### src/rtl/muldiv_if.sv
// muldiv_if: operation/operand bundle between the datapath and muldiv_unit.
//   aluCtr   - operation code (1101 mult, 1000 div, 0100 mfhi, 0101 mflo)
//   srcA     - rs value (multiplicand / dividend)
//   srcB     - rt value (multiplier / divisor)
//   hi, lo   - architectural HI/LO registers
//   mdResult - HI/LO read-back for mfhi/mflo, 0 otherwise
//   stall    - holds PC and register write enable while an op runs
// master: datapath side; slave: muldiv_unit side.
interface muldiv_if;
  logic [3:0]  aluCtr;
  logic [31:0] srcA;
  logic [31:0] srcB;
  logic [31:0] hi;
  logic [31:0] lo;
  logic [31:0] mdResult;
  logic        stall;

  modport master (
    output aluCtr, srcA, srcB,
    input  hi, lo, mdResult, stall
  );

  modport slave (
    input  aluCtr, srcA, srcB,
    output hi, lo, mdResult, stall
  );
endinterface

### src/rtl/muldiv_unit.sv
// muldiv_unit: iterative signed 32x32 multiply / 32/32 divide with HI/LO.
//   clk  - datapath clock, rising edge
//   rst  - asynchronous active-high reset
//   bus  - muldiv_if.slave (aluCtr, srcA, srcB in; hi, lo, mdResult, stall out)
// Both operations work on operand magnitudes for 32 cycles and apply the
// sign correction on the final iteration.
// Build option: define MULDIV_FAST_MULT_EN to compute mult in one cycle on
// the issue edge (IDLE -> DONE); div stays iterative.
//
// state | meaning
// IDLE  | waiting for mult/div; stall raised combinationally on issue
// RUN   | one iteration per cycle, counter 0..31
// DONE  | result visible, one cycle guard so the same instruction cannot re-issue
module muldiv_unit (
  input  logic     clk,
  input  logic     rst,
  muldiv_if.slave  bus
);

  typedef enum logic [1:0] {IDLE, RUN, DONE} state_t;

  localparam logic [3:0] OP_MULT = 4'b1101;
  localparam logic [3:0] OP_DIV  = 4'b1000;
  localparam logic [3:0] OP_MFHI = 4'b0100;
  localparam logic [3:0] OP_MFLO = 4'b0101;

  state_t      state;
  logic [5:0]  cnt;
  logic [63:0] acc;      // mult: {partial product, multiplier}; div: {remainder, dividend/quotient}
  logic [31:0] opb;      // mult: multiplicand magnitude; div: divisor magnitude
  logic        sign_a;
  logic        sign_b;
  logic        op_mult;
  logic [31:0] hi_r;
  logic [31:0] lo_r;

  logic        is_mult;
  logic        is_div;
  logic        start;
  logic        fast_hit;
  logic [31:0] mag_a;
  logic [31:0] mag_b;

  assign is_mult = (bus.aluCtr == OP_MULT);
  assign is_div  = (bus.aluCtr == OP_DIV);
  assign start   = (is_mult || is_div) && (state == IDLE);
  assign mag_a   = bus.srcA[31] ? (~bus.srcA + 32'd1) : bus.srcA;
  assign mag_b   = bus.srcB[31] ? (~bus.srcB + 32'd1) : bus.srcB;

`ifdef MULDIV_FAST_MULT_EN
  logic [63:0] fast_prod;
  // Sign-extended operands: the low 64 bits of the product are the signed result.
  assign fast_prod = {{32{bus.srcA[31]}}, bus.srcA} * {{32{bus.srcB[31]}}, bus.srcB};
  assign fast_hit  = is_mult;
`else
  assign fast_hit  = 1'b0;
`endif

  // One iteration of either algorithm.
  logic [32:0] mult_sum;
  logic [63:0] mult_next;
  logic [32:0] div_shift;
  logic [31:0] div_sub;
  logic [63:0] div_next;
  logic [63:0] step_next;
  logic [63:0] prod_fix;
  logic [31:0] quo_fix;
  logic [31:0] rem_fix;
  logic        div_zero;

  always_comb begin
    mult_sum  = {1'b0, acc[63:32]} + (acc[0] ? {1'b0, opb} : 33'd0);
    mult_next = {mult_sum, acc[31:1]};

    // Shifted remainder can reach 33 bits; the subtraction result always fits in 32.
    div_shift = {acc[63:32], acc[31]};
    div_sub   = div_shift[31:0] - opb;
    if (div_shift >= {1'b0, opb})
      div_next = {div_sub, acc[30:0], 1'b1};
    else
      div_next = {div_shift[31:0], acc[30:0], 1'b0};

    step_next = op_mult ? mult_next : div_next;

    prod_fix = (sign_a ^ sign_b) ? (~step_next + 64'd1) : step_next;
    div_zero = (opb == 32'd0);
    // A zero divisor yields an all-ones quotient regardless of signs; the
    // remainder path already reconstructs srcA.
    if (div_zero)
      quo_fix = 32'hFFFF_FFFF;
    else if (sign_a ^ sign_b)
      quo_fix = ~step_next[31:0] + 32'd1;
    else
      quo_fix = step_next[31:0];
    rem_fix = sign_a ? (~step_next[63:32] + 32'd1) : step_next[63:32];
  end

  always_ff @(posedge clk or posedge rst) begin
    if (rst) begin
      state   <= IDLE;
      cnt     <= 6'd0;
      acc     <= 64'd0;
      opb     <= 32'd0;
      sign_a  <= 1'b0;
      sign_b  <= 1'b0;
      op_mult <= 1'b0;
      hi_r    <= 32'd0;
      lo_r    <= 32'd0;
    end else begin
      case (state)
        IDLE: begin
          if (start) begin
`ifdef MULDIV_FAST_MULT_EN
            if (fast_hit) begin
              hi_r  <= fast_prod[63:32];
              lo_r  <= fast_prod[31:0];
              state <= DONE;
            end else begin
`endif
              sign_a  <= bus.srcA[31];
              sign_b  <= bus.srcB[31];
              op_mult <= is_mult;
              cnt     <= 6'd0;
              if (is_mult) begin
                acc <= {32'd0, mag_b};
                opb <= mag_a;
              end else begin
                acc <= {32'd0, mag_a};
                opb <= mag_b;
              end
              state <= RUN;
`ifdef MULDIV_FAST_MULT_EN
            end
`endif
          end
        end
        RUN: begin
          acc <= step_next;
          cnt <= cnt + 6'd1;
          if (cnt == 6'd31) begin
            if (op_mult) begin
              hi_r <= prod_fix[63:32];
              lo_r <= prod_fix[31:0];
            end else begin
              hi_r <= rem_fix;
              lo_r <= quo_fix;
            end
            state <= DONE;
          end
        end
        DONE:    state <= IDLE;
        default: state <= IDLE;
      endcase
    end
  end

  assign bus.hi    = hi_r;
  assign bus.lo    = lo_r;
  // fast_hit is only meaningful on the issue cycle; iterative ops keep stall through RUN.
  assign bus.stall = !rst && (((state == IDLE) && start && (fast_hit || 1'b1)) || (state == RUN));

  always_comb begin
    case (bus.aluCtr)
      OP_MFHI: bus.mdResult = hi_r;
      OP_MFLO: bus.mdResult = lo_r;
      default: bus.mdResult = 32'd0;
    endcase
  end

endmodule

### src/flat_wrapper.sv
// flat-port wrapper written by rule: the top's interface ports become plain ports
module muldiv_unit_flat 
  (clk, rst, bus_aluCtr, bus_srcA, bus_srcB, bus_hi, bus_lo, bus_mdResult, bus_stall);
  muldiv_if bus_i ();
  input  logic clk;
  input  logic rst;
  input wire logic [$bits(bus_i.aluCtr)-1:0] bus_aluCtr;
  input wire logic [$bits(bus_i.srcA)-1:0] bus_srcA;
  input wire logic [$bits(bus_i.srcB)-1:0] bus_srcB;
  output wire logic [$bits(bus_i.hi)-1:0] bus_hi;
  output wire logic [$bits(bus_i.lo)-1:0] bus_lo;
  output wire logic [$bits(bus_i.mdResult)-1:0] bus_mdResult;
  output wire logic [$bits(bus_i.stall)-1:0] bus_stall;
  assign bus_i.aluCtr = bus_aluCtr;
  assign bus_i.srcA = bus_srcA;
  assign bus_i.srcB = bus_srcB;
  assign bus_hi = bus_i.hi;
  assign bus_lo = bus_i.lo;
  assign bus_mdResult = bus_i.mdResult;
  assign bus_stall = bus_i.stall;
  muldiv_unit u_core (.clk(clk), .rst(rst), .bus(bus_i));
endmodule
### config.mk
export PLATFORM = sky130hd
export DESIGN_NAME = muldiv_unit_flat
export DESIGN_NICKNAME = d
export VERILOG_FILES = /design/src/rtl/muldiv_if.sv /design/src/rtl/muldiv_unit.sv /design/src/flat_wrapper.sv
export SDC_FILE = /design/constraint.sdc
export NUM_CORES = 1
export LEC_CHECK = 0
export BUFFER_PORTS_ARGS = -buffer_cell sky130_fd_sc_hd__buf_2
export CAP_MARGIN = 20
export CELL_PAD_IN_SITES_DETAIL_PLACEMENT = 0
export CELL_PAD_IN_SITES_GLOBAL_PLACEMENT = 2
export CORE_ASPECT_RATIO = 1.4
export CORE_UTILIZATION = 39
export DETAILED_ROUTE_END_ITERATION = 12
export PLACE_DENSITY_LB_ADDON = 0.15
export SLEW_MARGIN = 40
export SYNTH_ARGS = -nofsm -noshare
export SYNTH_HDL_FRONTEND = slang
export SYNTH_SLANG_ARGS = --single-unit
### constraint.sdc
create_clock -name clk -period 12.8 [get_ports clk]
set_input_delay 2.56 -clock clk [delete_from_list [all_inputs] [get_ports clk]]
set_output_delay 2.56 -clock clk [all_outputs]
set_load 0.02 [all_outputs]
# Word level (Yosys, flattened, before mapping)
# Cells that the tools add are included.
dict set report word_totals {
  regBits 171
  inputBits 70
  output_inout_bits 97
  word_cells 66
}
dict set report classes {
  eq_ne 8
  addsub 8
  n_mux 21
  bitwise_logic 6
  n_reduce_logical 13
  order_cmp 1
}
# cell n
set ops {}
lappend ops {{$mux 32} 10}
lappend ops {{$mux 64} 4}
lappend ops {{$add 32x1->32 const B} 4}
lappend ops {{$not 32->32} 4}
lappend ops {{$pmux 64 s2} 1}
lappend ops {{$add 64x1->64 const B} 1}
lappend ops {{$not 64->64} 1}
lappend ops {{$pmux 32 s2} 1}
lappend ops {{$add 32x33->33} 1}
lappend ops {{$ge 33x32->1} 1}
lappend ops {{$logic_not 32->1} 1}
lappend ops {{$sub 32x32->32} 1}
lappend ops {{$pmux 6 s2} 1}
lappend ops {{$eq 4x3->1 const B} 2}
lappend ops {{$eq 4x4->1 const B} 2}
lappend ops {{$reduce_and 2->1} 4}
lappend ops {{$add 6x1->6 const B} 1}
lappend ops {{$eq 6x5->1 const B} 1}
lappend ops {{$mux 6} 1}
lappend ops {{$mux 2} 2}
lappend ops {{$ne 2x1->1 const B} 2}
lappend ops {{$pmux 2 s2} 1}
lappend ops {{$logic_and 1x1->1} 3}
lappend ops {{$eq 2x1->1 const B} 1}
lappend ops {{5 further kinds} 6}

# Depth between registers and ports, before layout
# Gate-level depths: netlist of run 1.
dict set report depth {
  word_depth 8
  depth_mapped 21
  depth_no_buf 18
}

# Worst setup path after synthesis of run 1
# No wires, ideal clock.
dict set report synth_path {
  kind {input-to-output}
  startpoint {input bus_aluCtr[2]}
  endpoint {output bus_mdResult[0]}
  t_required_ps 10240
  n_path_buf 1
  arrival_ps 3727
  path_slack_ps 6513
  cell_stages 4
  path_cell_list {nor2b_1 nor3b_1 clkbuf_1 a22o_1}
}
dict set report synth_between {
  elab_chain_cells 2
}
# element line
set synth_rtl {}
lappend synth_rtl {{start: declaration} flat_wrapper.sv:7} ;# input wire logic [$bits(bus_i.aluCtr)-1:0] bus_aluCtr;
lappend synth_rtl {{$eq 4x3->1} muldiv_unit.sv:163} ;# case (bus.aluCtr)
lappend synth_rtl {{$pmux 32 s2 (*)} muldiv_unit.sv:163}
lappend synth_rtl {{end: declaration} flat_wrapper.sv:12} ;# output wire logic [$bits(bus_i.mdResult)-1:0] bus_mdResult;
# Every way passes the cells marked *; elsewhere a longest branch is shown, timed or not.

# Worst setup path in the final report of run 1
dict set report layout_path {
  startpoint {input bus_aluCtr[2]}
  endpoint {output bus_mdResult[21]}
}
# The elaborated chain is that of the path after synthesis.

==> results of run 1 <==
## metal layers
layer	up-vias	wire [µm]
li1	7592	-
met1	7889	25800
met2	457	32800
met3	126	2720
met4	0	4340
met5	-	0
## flip-flops by register name, summed over array words and instances, names as in the netlist
signal / cells
u_core.acc: 64
u_core.bus.hi: 32
u_core.bus.lo: 32
u_core.opb: 32
u_core.cnt: 6
u_core.state: 2
u_core.op_mult: 1
u_core.sign_a: 1
u_core.sign_b: 1
## worst max-delay path, stage by stage
cell	delay, ps
sky130_fd_sc_hd__buf_2	90
sky130_fd_sc_hd__nor2b_1	240
sky130_fd_sc_hd__and3b_2	630
sky130_fd_sc_hd__a22o_1	250
sky130_fd_sc_hd__buf_2	170
## synthesized netlist by cell type, drive strengths merged, types with 28 or more instances
cell / n
o31ai: 35
nand3: 67
o21ai: 173
o22a: 34
nor3: 36
nand2: 227
xor2: 55
a21oi: 172
inv: 65
clkbuf: 92
ha: 69
xnor2: 97
buf: 32
and2: 42
o221ai: 37
nor2: 154
a22o: 39
mux2i: 37
a21o: 28
dfrtp: 171
## report_power, final
part / total (mW) / internal, mW / switching (mW)
sequential: 1.19 / 0.788 / 0.403
combinational: 4.19 / 1.49 / 2.70
clock: 0.571 / 0.318 / 0.253
## worst max path at each step
stage | endpoint | slack [ps] | cells after the start
floorplan | u_core.acc[0] | 5610 | 1
global placement | bus_mdResult[11] | 6010 | 5
detailed placement | bus_mdResult[21] | 6320 | 5
CTS | bus_mdResult[4] | 6320 | 5
global route | bus_mdResult[1] | 6230 | 5
finish | bus_mdResult[21] | 6280 | 5
## area by class of cell
class                   count  area [µm²]  area share
flip-flops and latches    171        4280       0.243
inverters                  66         255      0.0145
clock buffers              19         443      0.0251
clock inverters            13         176      0.0100
multi-input cells        1641       10800       0.610
repair buffers            196        1070      0.0605
well taps                 528         661      0.0374
## metrics by stage
stage                     cell area, µm²  hold slack [ps]  setup WS, ps
after global routing               17600              534          6230
after CTS                          17600              508          6320
after detailed placement           17000              499          6320
final                              17600              506          6280
after global placement             17000              487          6010
after floorplan                    15700              463          5610
## cell families (layout without fill, tap and decap cells)
logic type                 Yosys count  after routing
AOI/OAI and AO/OA                  695            695
and+or+nand+nor                    681            681
xor gates and xnor gates           152            152
adders and majority gates           71             71
DFF                                171            171
muxes                               42             42
buffers and inverters              190            294
==> impl_metrics.prom, run 1 <==
# TYPE chip_impl_metric gauge
chip_impl_info{name="regToRegStartpoint",value="u_core.opb[13]"} 1
chip_impl_metric{name="final.min_clock_period",unit="ps"} 6520
chip_impl_metric{name="dr.pass1.iters",unit=""} 5
chip_impl_metric{name="synth_xor_area_frac",unit=""} 0.0845
chip_impl_metric{name="final.fill_count",unit=""} 4201
chip_impl_metric{name="cts_repair_resize_count",unit=""} 0
chip_impl_metric{name="leakage",unit="nW"} 7.40
chip_impl_metric{name="yosysWarnings",unit=""} 0
chip_impl_metric{name="worst-slew-pin-transition",unit="ps"} 811
chip_impl_metric{name="regToRegSetupSlack",unit="ps"} 6800
chip_impl_metric{name="timing.critical_path.arrival",unit="ps"} 3960
chip_impl_metric{name="cts.path.max_buffers",unit=""} 2
chip_impl_metric{name="post_synth_num_cell_types",unit=""} 101
chip_impl_metric{name="port_buffers",unit=""} 166
chip_impl_metric{name="synth_top_cell_area_share",unit=""} 0.272
chip_impl_info{name="timing_worst_setup_path_type",value="primary input to output port"} 1
chip_impl_metric{name="met1_usage",unit=""} 0.372
chip_impl_metric{name="floorplan.die.width",unit="µm"} 172
chip_impl_metric{name="layout_cells_sized_above_1",unit=""} 0.140
chip_impl_metric{name="grt.met3_usage",unit=""} 0.0413
chip_impl_metric{name="instances_no_fill",unit=""} 2634
chip_impl_info{name="grt-busiest-layer",value="met2"} 1
chip_impl_info{name="critPathLaunch",value="bus_aluCtr[2]"} 1
chip_impl_metric{name="worst_ep_required_time",unit="ps"} 10240
chip_impl_metric{name="report.final.hold_viol_count",unit=""} 0
chip_impl_metric{name="totalPowerFinal",unit="mW"} 5.96
chip_impl_metric{name="syn-cell-area",unit="mm²"} 0.0157
chip_impl_metric{name="avgSynthCellArea",unit="µm²"} 7.87
chip_impl_info{name="clock_tree_from_tritoncts",value="done"} 1
chip_impl_metric{name="first_global_vias",unit=""} 15300
chip_impl_metric{name="timing.final.crit_share",unit=""} 0.509
chip_impl_metric{name="start_util",unit=""} 0.398
chip_impl_metric{name="finalSetupViolCount",unit=""} 0
chip_impl_metric{name="fin_util",unit=""} 0.446
chip_impl_metric{name="clkSlewWorstSetupHoldPaths",unit="ps"} 70
chip_impl_metric{name="layout.nets",unit=""} 2234
chip_impl_metric{name="clock_skew",unit="ps"} 13.5
chip_impl_metric{name="drt-vias-per-instance",unit=""} 6.10
chip_impl_metric{name="numCtsBuffers",unit=""} 17
chip_impl_metric{name="die_area",unit="mm²"} 0.0412
chip_impl_info{name="combinational_family_with_the_most_area_after_synthesis",value="compound AO/OA/AOI/OAI gates"} 1
chip_impl_metric{name="yosys-mux-area-fraction",unit=""} 0.0271
chip_impl_info{name="layout.cells.most_common_list",value="sky130_fd_sc_hd__nand2_1, sky130_fd_sc_hd__a21oi_1, sky130_fd_sc_hd__dfrtp_1, sky130_fd_sc_hd__o21ai_0, sky130_fd_sc_hd__buf_2"} 1
chip_impl_metric{name="finalSetupTns",unit="ps"} 0
chip_impl_metric{name="place.detailed.hpwl",unit="mm"} 51.6
chip_impl_info{name="root_buffer",value="sky130_fd_sc_hd__clkbuf_16"} 1
chip_impl_metric{name="globalplace.congestion",unit=""} 0.966
chip_impl_metric{name="core_area",unit="mm²"} 0.0396
chip_impl_metric{name="synth_cells",unit=""} 2002
chip_impl_metric{name="yosys_register_bits",unit=""} 171
chip_impl_metric{name="globalRouteTotalUtil",unit=""} 0.323
chip_impl_metric{name="ratio_of_total_power_to_cell_area",unit="mW/mm²"} 337
chip_impl_info{name="layout.cells.most_common",value="sky130_fd_sc_hd__nand2_1"} 1
chip_impl_metric{name="cts-htree-levels",unit=""} 4
chip_impl_info{name="rsz_0062_raised_after_global_routing",value="false"} 1
chip_impl_metric{name="postSynth.asyncResetShare",unit=""} 1.00
chip_impl_info{name="cp_launch_type",value="primary input"} 1
chip_impl_metric{name="synthAdderAreaFrac",unit=""} 0.0574
chip_impl_metric{name="length_in_cells_of_the_worst_reg_to_reg_path",unit=""} 18
chip_impl_metric{name="post_cts_setup_buffer_count",unit=""} 0
chip_impl_metric{name="max-cap-violations",unit=""} 0
chip_impl_metric{name="n_antenna_cell",unit=""} 0
chip_impl_metric{name="boundaryPins",unit=""} 167
chip_impl_metric{name="synth.net_count",unit=""} 2143
chip_impl_metric{name="synth_seq_area_share",unit=""} 0.272
chip_impl_info{name="reg2reg_to",value="u_core.bus.hi[16]"} 1
chip_impl_metric{name="worst_hold_path_cells",unit=""} 1
chip_impl_metric{name="cts.sink_count",unit=""} 171
chip_impl_info{name="min_to",value="u_core.cnt[4]"} 1
chip_impl_info{name="netlist_top_cells_area",value="sky130_fd_sc_hd__dfrtp_1, sky130_fd_sc_hd__ha_1, sky130_fd_sc_hd__a21oi_1, sky130_fd_sc_hd__xnor2_1, sky130_fd_sc_hd__nand2_1"} 1
chip_impl_metric{name="drc",unit=""} 0
chip_impl_metric{name="fmaxAchievable",unit="GHz"} 0.153
chip_impl_metric{name="clk_latency",unit="ps"} 460
chip_impl_metric{name="maximum_number_of_pins_on_one_net_before_global_route_repair",unit=""} 99
chip_impl_info{name="cp-end-kind",value="output port"} 1
chip_impl_metric{name="detail-route-antenna-nets",unit=""} 0
chip_impl_metric{name="grt_pass1_wl",unit="mm"} 96.5
chip_impl_metric{name="detailedRoute.firstIterationViolations",unit=""} 1211
chip_impl_metric{name="via_count",unit=""} 16100
chip_impl_metric{name="die_height",unit="µm"} 240
chip_impl_metric{name="sum_of_routed_wire_length_over_all_layers",unit="mm"} 65.6
chip_impl_metric{name="globalRoute.totalOverflow",unit=""} 0
chip_impl_metric{name="holdBufCountCts",unit=""} 0
chip_impl_metric{name="synth-compound-area-share",unit=""} 0.301
chip_impl_metric{name="dp.cells",unit=""} 2602
chip_impl_metric{name="syn2layout_area_growth",unit="%"} 12.1
chip_impl_metric{name="timing.final.max_slew_violations",unit=""} 0
chip_impl_info{name="synth_top_cell_by_area",value="sky130_fd_sc_hd__dfrtp_1"} 1
chip_impl_metric{name="cp_max_fo",unit=""} 32
chip_impl_info{name="min_from",value="u_core.cnt[4]"} 1
chip_impl_metric{name="synth-simple-area-share",unit=""} 0.210
chip_impl_info{name="synth_flop_cell",value="sky130_fd_sc_hd__dfrtp_1"} 1
chip_impl_metric{name="number_of_flops_mapped_to_enable_cells_by_yosys",unit=""} 0
chip_impl_metric{name="grt_util_met2",unit=""} 0.560
chip_impl_info{name="outcome",value="finished, final reports clean"} 1
chip_impl_metric{name="max-slew-margin-rel",unit=""} 0.459
chip_impl_metric{name="vdd.ir_drop.worst",unit="µV"} 145
chip_impl_metric{name="antenna_violations_before_repair",unit=""} 1
chip_impl_metric{name="routed_wire_length_per_instance",unit="µm"} 24.9
chip_impl_info{name="min-delay-path-class",value="register to register"} 1
chip_impl_metric{name="floorplan.rows",unit=""} 86
No activity file was read; power rests on OpenSTA's default activity.
==> run 2, diff against run 1 <==
--- a/config.mk
+++ b/config.mk
@@ -10,7 +10,7 @@
 export CELL_PAD_IN_SITES_DETAIL_PLACEMENT = 0
 export CELL_PAD_IN_SITES_GLOBAL_PLACEMENT = 2
 export CORE_ASPECT_RATIO = 1.4
-export CORE_UTILIZATION = 39
+export CORE_UTILIZATION = 32
 export DETAILED_ROUTE_END_ITERATION = 12
 export PLACE_DENSITY_LB_ADDON = 0.15
 export SLEW_MARGIN = 40
==> constraint.sdc (replaced) <==
create_clock -name clk -period 5.2 [get_ports clk]
set_input_delay 1.04 -clock clk [delete_from_list [all_inputs] [get_ports clk]]
set_output_delay 1.04 -clock clk [all_outputs]
set_load 0.02 [all_outputs]
==> run 2 against run 1 <==
Flip-flop and latch count is the same. Combinational power rose to 2.9 times the previous value. Non-clock buffer count is 90 higher. First-iteration DRC count decreased by 1.7%. Critical path depth increased by 13. Power rose to 2.7 times the previous value.
==> impl_metrics.prom, run 2 (same netlist as run 1, synthesis figures left out) <==
# TYPE chip_impl_metric gauge
chip_impl_info{name="outcome",value="finished, final reports clean"} 1
chip_impl_metric{name="routed_wire_length_per_instance",unit="µm"} 27.3
chip_impl_metric{name="holdBufCountCts",unit=""} 0
chip_impl_info{name="min_to",value="u_core.cnt[4]"} 1
chip_impl_metric{name="critical_path.n_buffers_inverters",unit=""} 3
chip_impl_metric{name="report.final.hold_viol_count",unit=""} 0
chip_impl_metric{name="dp.cells",unit=""} 2792
chip_impl_metric{name="syn2layout_area_growth",unit="%"} 18.2
chip_impl_metric{name="worst_ep_required_time",unit="ps"} 5570
chip_impl_metric{name="timing.critical_path.depth",unit=""} 18
chip_impl_info{name="clock_tree_from_tritoncts",value="done"} 1
chip_impl_metric{name="grt_pass1_wl",unit="mm"} 111
chip_impl_info{name="cp_top_family",value="compound AO/OA/AOI/OAI gates"} 1
chip_impl_metric{name="layout.nets",unit=""} 2324
chip_impl_metric{name="dr.pass1.iters",unit=""} 5
chip_impl_metric{name="floorplan.die.width",unit="µm"} 189
chip_impl_metric{name="globalRoute.totalOverflow",unit=""} 0
chip_impl_info{name="slowest_stage",value="sky130_fd_sc_hd__dfrtp_1"} 1
chip_impl_metric{name="detailedRoute.firstIterationViolations",unit=""} 1190
chip_impl_metric{name="fin_util",unit=""} 0.386
chip_impl_info{name="layout.cells.most_common_list",value="sky130_fd_sc_hd__nand2_1, sky130_fd_sc_hd__a21oi_1, sky130_fd_sc_hd__dfrtp_1, sky130_fd_sc_hd__o21ai_0, sky130_fd_sc_hd__buf_2"} 1
chip_impl_metric{name="vdd.ir_drop.worst",unit="µV"} 350
chip_impl_metric{name="via_count",unit=""} 16600
chip_impl_metric{name="drt-vias-per-instance",unit=""} 5.88
chip_impl_info{name="layout.cells.most_common",value="sky130_fd_sc_hd__nand2_1"} 1
chip_impl_metric{name="timing.critical_path.arrival",unit="ps"} 5380
chip_impl_metric{name="ratio_of_total_power_to_cell_area",unit="mW/mm²"} 873
chip_impl_metric{name="die_area",unit="mm²"} 0.0501
chip_impl_metric{name="boundaryPins",unit=""} 167
chip_impl_metric{name="worst-slew-pin-transition",unit="ps"} 939
chip_impl_metric{name="globalplace.congestion",unit=""} 0.996
chip_impl_info{name="min_from",value="u_core.cnt[4]"} 1
chip_impl_metric{name="globalRouteTotalUtil",unit=""} 0.307
chip_impl_metric{name="length_in_cells_of_the_worst_reg_to_reg_path",unit=""} 18
chip_impl_info{name="root_buffer",value="sky130_fd_sc_hd__clkbuf_16"} 1
chip_impl_metric{name="fmaxAchievable",unit="GHz"} 0.200
chip_impl_metric{name="cts.path.max_buffers",unit=""} 2
chip_impl_metric{name="largest_reg_flops",unit=""} 64
chip_impl_metric{name="place.detailed.hpwl",unit="mm"} 62.0
chip_impl_metric{name="final.fill_count",unit=""} 5220
chip_impl_metric{name="layout_cells_sized_above_1",unit=""} 0.182
chip_impl_metric{name="timing.final.crit_share",unit=""} 0.963
chip_impl_metric{name="max_stage_delay",unit="ps"} 480
chip_impl_metric{name="timing.final.max_slew_violations",unit=""} 0
chip_impl_metric{name="cts.sink_count",unit=""} 171
chip_impl_metric{name="antenna_violations_before_repair",unit=""} 4
chip_impl_info{name="reg2reg_to",value="u_core.bus.hi[30]"} 1
chip_impl_info{name="regToRegStartpoint",value="u_core.acc[46]"} 1
chip_impl_metric{name="instances_no_fill",unit=""} 2826
chip_impl_info{name="crit_chain",value="ha_1 > nand4_2 > nor4_2 > o21ai_1 > a311o_1 > buf_12 > nand3_2 > a31o_1 > ha_1 > inv_1 > o41ai_2 > nand4_1 > buf_4 > nor3b_1 > nand4_1 > a221oi_1 > a21oi_1 > o32a_1"} 1
chip_impl_metric{name="area.sequential",unit="mm²"} 0.00428
chip_impl_metric{name="die_height",unit="µm"} 264
chip_impl_metric{name="clk_latency",unit="ps"} 490
chip_impl_metric{name="port_buffers",unit=""} 166
chip_impl_metric{name="detail-route-antenna-nets",unit=""} 0
chip_impl_metric{name="max-cap-violations",unit=""} 0
chip_impl_metric{name="cp_max_fo",unit=""} 19
chip_impl_metric{name="first_global_vias",unit=""} 16400
chip_impl_metric{name="numCtsBuffers",unit=""} 17
chip_impl_metric{name="final.min_clock_period",unit="ps"} 5010
chip_impl_metric{name="max-slew-margin-rel",unit=""} 0.372
chip_impl_metric{name="floorplan.rows",unit=""} 95
chip_impl_metric{name="n_antenna_cell",unit=""} 0
chip_impl_info{name="min-delay-path-class",value="register to register"} 1
chip_impl_metric{name="finalSetupViolCount",unit=""} 0
chip_impl_metric{name="leakage",unit="nW"} 7.88
chip_impl_metric{name="multi_input_comb_area",unit="mm²"} 0.0108
chip_impl_metric{name="cts-htree-levels",unit=""} 4
chip_impl_metric{name="worst_hold_path_cells",unit=""} 1
chip_impl_metric{name="regToRegSetupSlack",unit="ps"} 190
chip_impl_metric{name="dpl_cell_area",unit="mm²"} 0.0179
chip_impl_info{name="timing_worst_setup_path_type",value="register to register"} 1
chip_impl_info{name="cp_launch_type",value="register"} 1
chip_impl_metric{name="start_util",unit=""} 0.326
chip_impl_metric{name="clkSlewWorstSetupHoldPaths",unit="ps"} 90
chip_impl_metric{name="clock_skew",unit="ps"} 18.4
chip_impl_info{name="cp-end-kind",value="register"} 1
chip_impl_metric{name="maximum_number_of_pins_on_one_net_before_global_route_repair",unit=""} 99
chip_impl_metric{name="stdcell_area",unit="mm²"} 0.0186
chip_impl_metric{name="drc",unit=""} 0
chip_impl_info{name="rsz_0062_raised_after_global_routing",value="false"} 1
chip_impl_info{name="largest-register",value="u_core.acc"} 1
chip_impl_metric{name="sum_of_routed_wire_length_over_all_layers",unit="mm"} 77.2
chip_impl_metric{name="core_area",unit="mm²"} 0.0483
==> run 2: changes by cell type in the layout (fill, tap and decap cells not counted), moves of 2 or more <==
cell                        change
sky130_fd_sc_hd__ha_2           +4
sky130_fd_sc_hd__buf_16         +2
sky130_fd_sc_hd__inv_6          -4
sky130_fd_sc_hd__buf_12         +3
sky130_fd_sc_hd__a2111oi_1      +2
sky130_fd_sc_hd__ha_1           -4
sky130_fd_sc_hd__inv_12         +6
sky130_fd_sc_hd__clkinv_8       +5
sky130_fd_sc_hd__buf_4         +87
sky130_fd_sc_hd__bufinv_16      -3
sky130_fd_sc_hd__buf_6          -2
==> run 2: repair_timing <==
action	CTS	global route
buffers inserted	0	2
resized for setup	2	21
pin swaps	0	3
setup endpoints to repair	3	14
==> run 2: worst max path at each step <==
stage / from / end / slack, ps
CTS: u_core.acc[0] / u_core.bus.hi[25] / 10
finish: u_core.acc[46] / u_core.bus.hi[30] / 190
floorplan: u_core.acc[0] / u_core.bus.hi[29] / 890
global placement: u_core.acc[0] / u_core.bus.hi[25] / -80
global route: u_core.acc[0] / u_core.bus.hi[31] / 7
detailed placement: u_core.acc[0] / u_core.bus.hi[25] / -60
==> run 2: report_power, final <==
group	leakage (nW)	internal (mW)	switching [mW]
registers	2.07	1.94	0.830
logic	5.50	4.35	7.68
clock network	0.310	0.681	0.766
total	7.88	6.97	9.28
==> run 2: area by class of cell <==
| class | count | share of cell area |
|---|---|---|
| Tap cell | 630 | 0.0423 |
| Timing Repair Buffer | 286 | 0.0974 |
| Clock buffer | 17 | 0.0228 |
| Multi-Input combinational cell | 1641 | 0.582 |
| Inverter | 66 | 0.0135 |
| Clock inverter | 15 | 0.0119 |
| Sequential cell | 171 | 0.230 |
==> run 2: per-stage QoR <==
stage	TNS [ps]	power, mW	hold WS, ps	setup slack [ps]
after floorplan	0	9.35	463	892
after global placement	-152	14.6	500	-79.7
after detailed placement	-62.0	14.5	507	-62.0
after CTS	0	16.0	521	11.0
after global routing	0	17.0	541	6.73
final	0	16.3	517	191
==> run 2: layer usage <==
layer | wire length (µm) | track usage
met1 | 30000 | 0.350
met5 | 15 | 0
met3 | 2770 | 0.0302
met2 | 39700 | 0.555
met4 | 4790 | 0.173
==> run 3, diff against run 2 <==
--- a/config.mk
+++ b/config.mk
@@ -6,10 +6,10 @@
 export NUM_CORES = 1
 export LEC_CHECK = 0
 export BUFFER_PORTS_ARGS = -buffer_cell sky130_fd_sc_hd__buf_2
-export CAP_MARGIN = 20
+export CAP_MARGIN = 10
 export CELL_PAD_IN_SITES_DETAIL_PLACEMENT = 0
 export CELL_PAD_IN_SITES_GLOBAL_PLACEMENT = 2
-export CORE_ASPECT_RATIO = 1.4
+export CORE_ASPECT_RATIO = 2
 export CORE_UTILIZATION = 32
 export DETAILED_ROUTE_END_ITERATION = 12
 export PLACE_DENSITY_LB_ADDON = 0.15
==> run 3 against run 2 <==
Worst setup slack improved by 9.6 ps. Die area about the same. Sequential power barely moved. Count of clock-buffer cells in the layout is 1 higher. First-iteration DRC count down 10%. Final cell count grew 0.85%. Global-route usage increased by 0.68 points. Wire length rose by 2.1%. Hold slack about the same. Final area shrank 0.19%. Register-to-register slack about the same. Critical endpoint is now u_core.bus.hi[27]. Largest cell class unchanged.
==> impl_metrics.prom, run 3 (same netlist as run 1, synthesis figures left out) <==
# TYPE chip_impl_metric gauge
chip_impl_metric{name="vdd.ir_drop.worst",unit="µV"} 371
chip_impl_metric{name="layout_cells_sized_above_1",unit=""} 0.181
chip_impl_metric{name="floorplan.die.width",unit="µm"} 159
chip_impl_metric{name="max-cap-violations",unit=""} 0
chip_impl_metric{name="final.hold.worst_slack",unit="ps"} 517
chip_impl_metric{name="fmaxAchievable",unit="GHz"} 0.200
chip_impl_metric{name="worst_ep_required_time",unit="ps"} 5570
chip_impl_metric{name="grt_pass1_wl",unit="mm"} 114
chip_impl_metric{name="drc",unit=""} 0
chip_impl_metric{name="maximum_number_of_pins_on_one_net_before_global_route_repair",unit=""} 100
chip_impl_metric{name="timing.final.max_slew_violations",unit=""} 0
chip_impl_info{name="regToRegStartpoint",value="u_core.acc[0]"} 1
chip_impl_info{name="cp_launch_type",value="register"} 1
chip_impl_metric{name="globalRouteTotalUtil",unit=""} 0.314
chip_impl_info{name="cp-end-kind",value="register"} 1
chip_impl_metric{name="dpl_cell_area",unit="mm²"} 0.0180
chip_impl_metric{name="via_count",unit=""} 16600
chip_impl_metric{name="post_cts_setup_buffer_count",unit=""} 0
chip_impl_metric{name="sum_of_routed_wire_length_over_all_layers",unit="mm"} 78.9
chip_impl_metric{name="numCtsBuffers",unit=""} 17
chip_impl_metric{name="largest_reg_flops",unit=""} 64
chip_impl_info{name="largest-register",value="u_core.acc"} 1
chip_impl_metric{name="cp_max_fo",unit=""} 20
chip_impl_metric{name="totalPowerFinal",unit="mW"} 16.2
chip_impl_info{name="root_buffer",value="sky130_fd_sc_hd__clkbuf_16"} 1
chip_impl_info{name="outcome",value="finished, final reports clean"} 1
chip_impl_metric{name="detailedRoute.firstIterationViolations",unit=""} 1066
chip_impl_metric{name="regToRegSetupSlack",unit="ps"} 200
chip_impl_metric{name="clock_skew",unit="ps"} 25.0
chip_impl_metric{name="cts.path.max_buffers",unit=""} 2
chip_impl_metric{name="port_buffers",unit=""} 166
chip_impl_metric{name="cts_repair_resize_count",unit=""} 0
chip_impl_metric{name="timing.final.crit_share",unit=""} 0.961
chip_impl_metric{name="leakage",unit="nW"} 7.91
chip_impl_metric{name="max-slew-margin-rel",unit=""} 0.389
chip_impl_metric{name="detail-route-antenna-nets",unit=""} 0
chip_impl_metric{name="layout.nets",unit=""} 2340
chip_impl_metric{name="clkSlewWorstSetupHoldPaths",unit="ps"} 80
chip_impl_metric{name="worst-slew-pin-transition",unit="ps"} 909
chip_impl_metric{name="core_area",unit="mm²"} 0.0485
chip_impl_metric{name="n_antenna_cell",unit=""} 0
chip_impl_metric{name="boundaryPins",unit=""} 167
chip_impl_metric{name="antenna_violations_before_repair",unit=""} 1
chip_impl_metric{name="cts.sink_count",unit=""} 171
chip_impl_info{name="timing_worst_setup_path_type",value="register to register"} 1
chip_impl_metric{name="holdBufCountCts",unit=""} 0
chip_impl_metric{name="length_in_cells_of_the_worst_reg_to_reg_path",unit=""} 17
chip_impl_metric{name="first_global_vias",unit=""} 16800
chip_impl_metric{name="finalSetupViolCount",unit=""} 0
chip_impl_info{name="clock_tree_from_tritoncts",value="done"} 1
chip_impl_info{name="rsz_0062_raised_after_global_routing",value="false"} 1
chip_impl_info{name="layout.cells.most_common_list",value="sky130_fd_sc_hd__nand2_1, sky130_fd_sc_hd__a21oi_1, sky130_fd_sc_hd__dfrtp_1, sky130_fd_sc_hd__o21ai_0, sky130_fd_sc_hd__buf_2"} 1
chip_impl_metric{name="ratio_of_total_power_to_cell_area",unit="mW/mm²"} 874
chip_impl_metric{name="report.final.hold_viol_count",unit=""} 0
chip_impl_metric{name="place.detailed.hpwl",unit="mm"} 64.2
chip_impl_metric{name="instances_no_fill",unit=""} 2850
chip_impl_metric{name="globalRoute.totalOverflow",unit=""} 0
chip_impl_metric{name="timing.critical_path.arrival",unit="ps"} 5370
chip_impl_metric{name="final.min_clock_period",unit="ps"} 5000
chip_impl_info{name="layout.cells.most_common",value="sky130_fd_sc_hd__nand2_1"} 1
chip_impl_metric{name="finalSetupTns",unit="ps"} 0
chip_impl_metric{name="cts-htree-levels",unit=""} 4
chip_impl_metric{name="routed_wire_length_per_instance",unit="µm"} 27.7
chip_impl_info{name="min-delay-path-class",value="register to register"} 1
chip_impl_metric{name="syn2layout_area_growth",unit="%"} 18.0
chip_impl_metric{name="die_height",unit="µm"} 316
chip_impl_metric{name="drt-vias-per-instance",unit=""} 5.83
chip_impl_metric{name="floorplan.rows",unit=""} 114
chip_impl_metric{name="die_area",unit="mm²"} 0.0502
chip_impl_metric{name="stdcell_area",unit="mm²"} 0.0186
chip_impl_metric{name="clk_latency",unit="ps"} 470
chip_impl_metric{name="start_util",unit=""} 0.325
chip_impl_info{name="critPathLaunch",value="u_core.acc[0]"} 1
chip_impl_metric{name="dr.pass1.iters",unit=""} 5
chip_impl_info{name="reg2reg_to",value="u_core.bus.hi[27]"} 1
chip_impl_metric{name="dp.cells",unit=""} 2817
chip_impl_info{name="crit_path_end",value="u_core.bus.hi[27]"} 1
chip_impl_metric{name="globalplace.congestion",unit=""} 0.956
## run 3: changes by cell type in the layout (fill, tap and decap cells not counted), moves of 2 or more
cell	delta
sky130_fd_sc_hd__inv_12	-5
sky130_fd_sc_hd__inv_6	+4
sky130_fd_sc_hd__a2111oi_1	-2
sky130_fd_sc_hd__ha_2	-4
sky130_fd_sc_hd__buf_4	+17
sky130_fd_sc_hd__ha_1	+4
sky130_fd_sc_hd__o31ai_2	-2
sky130_fd_sc_hd__o31ai_1	+2
sky130_fd_sc_hd__clkinv_2	+2
sky130_fd_sc_hd__a2111oi_0	+2
sky130_fd_sc_hd__clkinv_8	-3
## run 3: layout make-up
type / count / area [µm²]
Fill cell: 5127 / 29900
Multi-Input combinational cell: 1641 / 10800
Sequential cell: 171 / 4280
Timing Repair Buffer: 302 / 1910
Tap cell: 638 / 798
Clock buffer: 18 / 439
Inverter: 66 / 251
Clock inverter: 14 / 145
## run 3: power breakdown
group	total (mW)	leakage, nW	switching, mW	internal [mW]
sequential	2.75	2.07	0.803	1.94
clock	1.34	0.291	0.686	0.656
combinational	12.1	5.55	7.64	4.51
total	16.2	7.91	9.13	7.11
## run 3: worst max-delay path, stage by stage (launching register included)
cell and delay (ps):
sky130_fd_sc_hd__dfrtp_1 410, sky130_fd_sc_hd__buf_4 220, sky130_fd_sc_hd__and2_1 200, sky130_fd_sc_hd__ha_1 420, sky130_fd_sc_hd__nand3_1 140, sky130_fd_sc_hd__nor3_1 420, sky130_fd_sc_hd__o21ai_0 160, sky130_fd_sc_hd__buf_4 200
sky130_fd_sc_hd__a21bo_2 220, sky130_fd_sc_hd__a21oi_1 630, sky130_fd_sc_hd__xnor2_1 210, sky130_fd_sc_hd__a22oi_1 200, sky130_fd_sc_hd__nand4bb_1 330, sky130_fd_sc_hd__or2_2 340, sky130_fd_sc_hd__buf_4 150, sky130_fd_sc_hd__o21ai_0 270
sky130_fd_sc_hd__a21oi_1 120, sky130_fd_sc_hd__o31ai_1 250
## run 3: how the worst min path moves through the flow
stage                            end  cells past startpoint        startpoint  slack [ps]
detailed placement  u_core.bus.hi[5]                      2  u_core.bus.hi[5]         500
CTS                   u_core.acc[27]                      2    u_core.acc[27]         520
finish                 u_core.cnt[3]                      1     u_core.cnt[3]         520
global route          u_core.acc[27]                      2    u_core.acc[27]         550
global placement       u_core.cnt[2]                      1     u_core.cnt[2]         490
floorplan              u_core.cnt[4]                      1     u_core.cnt[4]         460
## run 3: per-stage QoR
step,utilization,worst slack [ps]
after floorplan,-,892
after global placement,0.370,239
after detailed placement,0.371,237
after CTS,0.383,241
after global routing,0.383,0.130
final,0.383,200
## run 3: routing by layer
metal | track usage | vias up | wire length (µm)
li1 | - | 7796 | -
met1 | 0.297 | 8061 | 26000
met2 | 0.615 | 543 | 43200
met3 | 0.0260 | 202 | 2530
met4 | 0.252 | 0 | 7160
met5 | 0 | - | 0
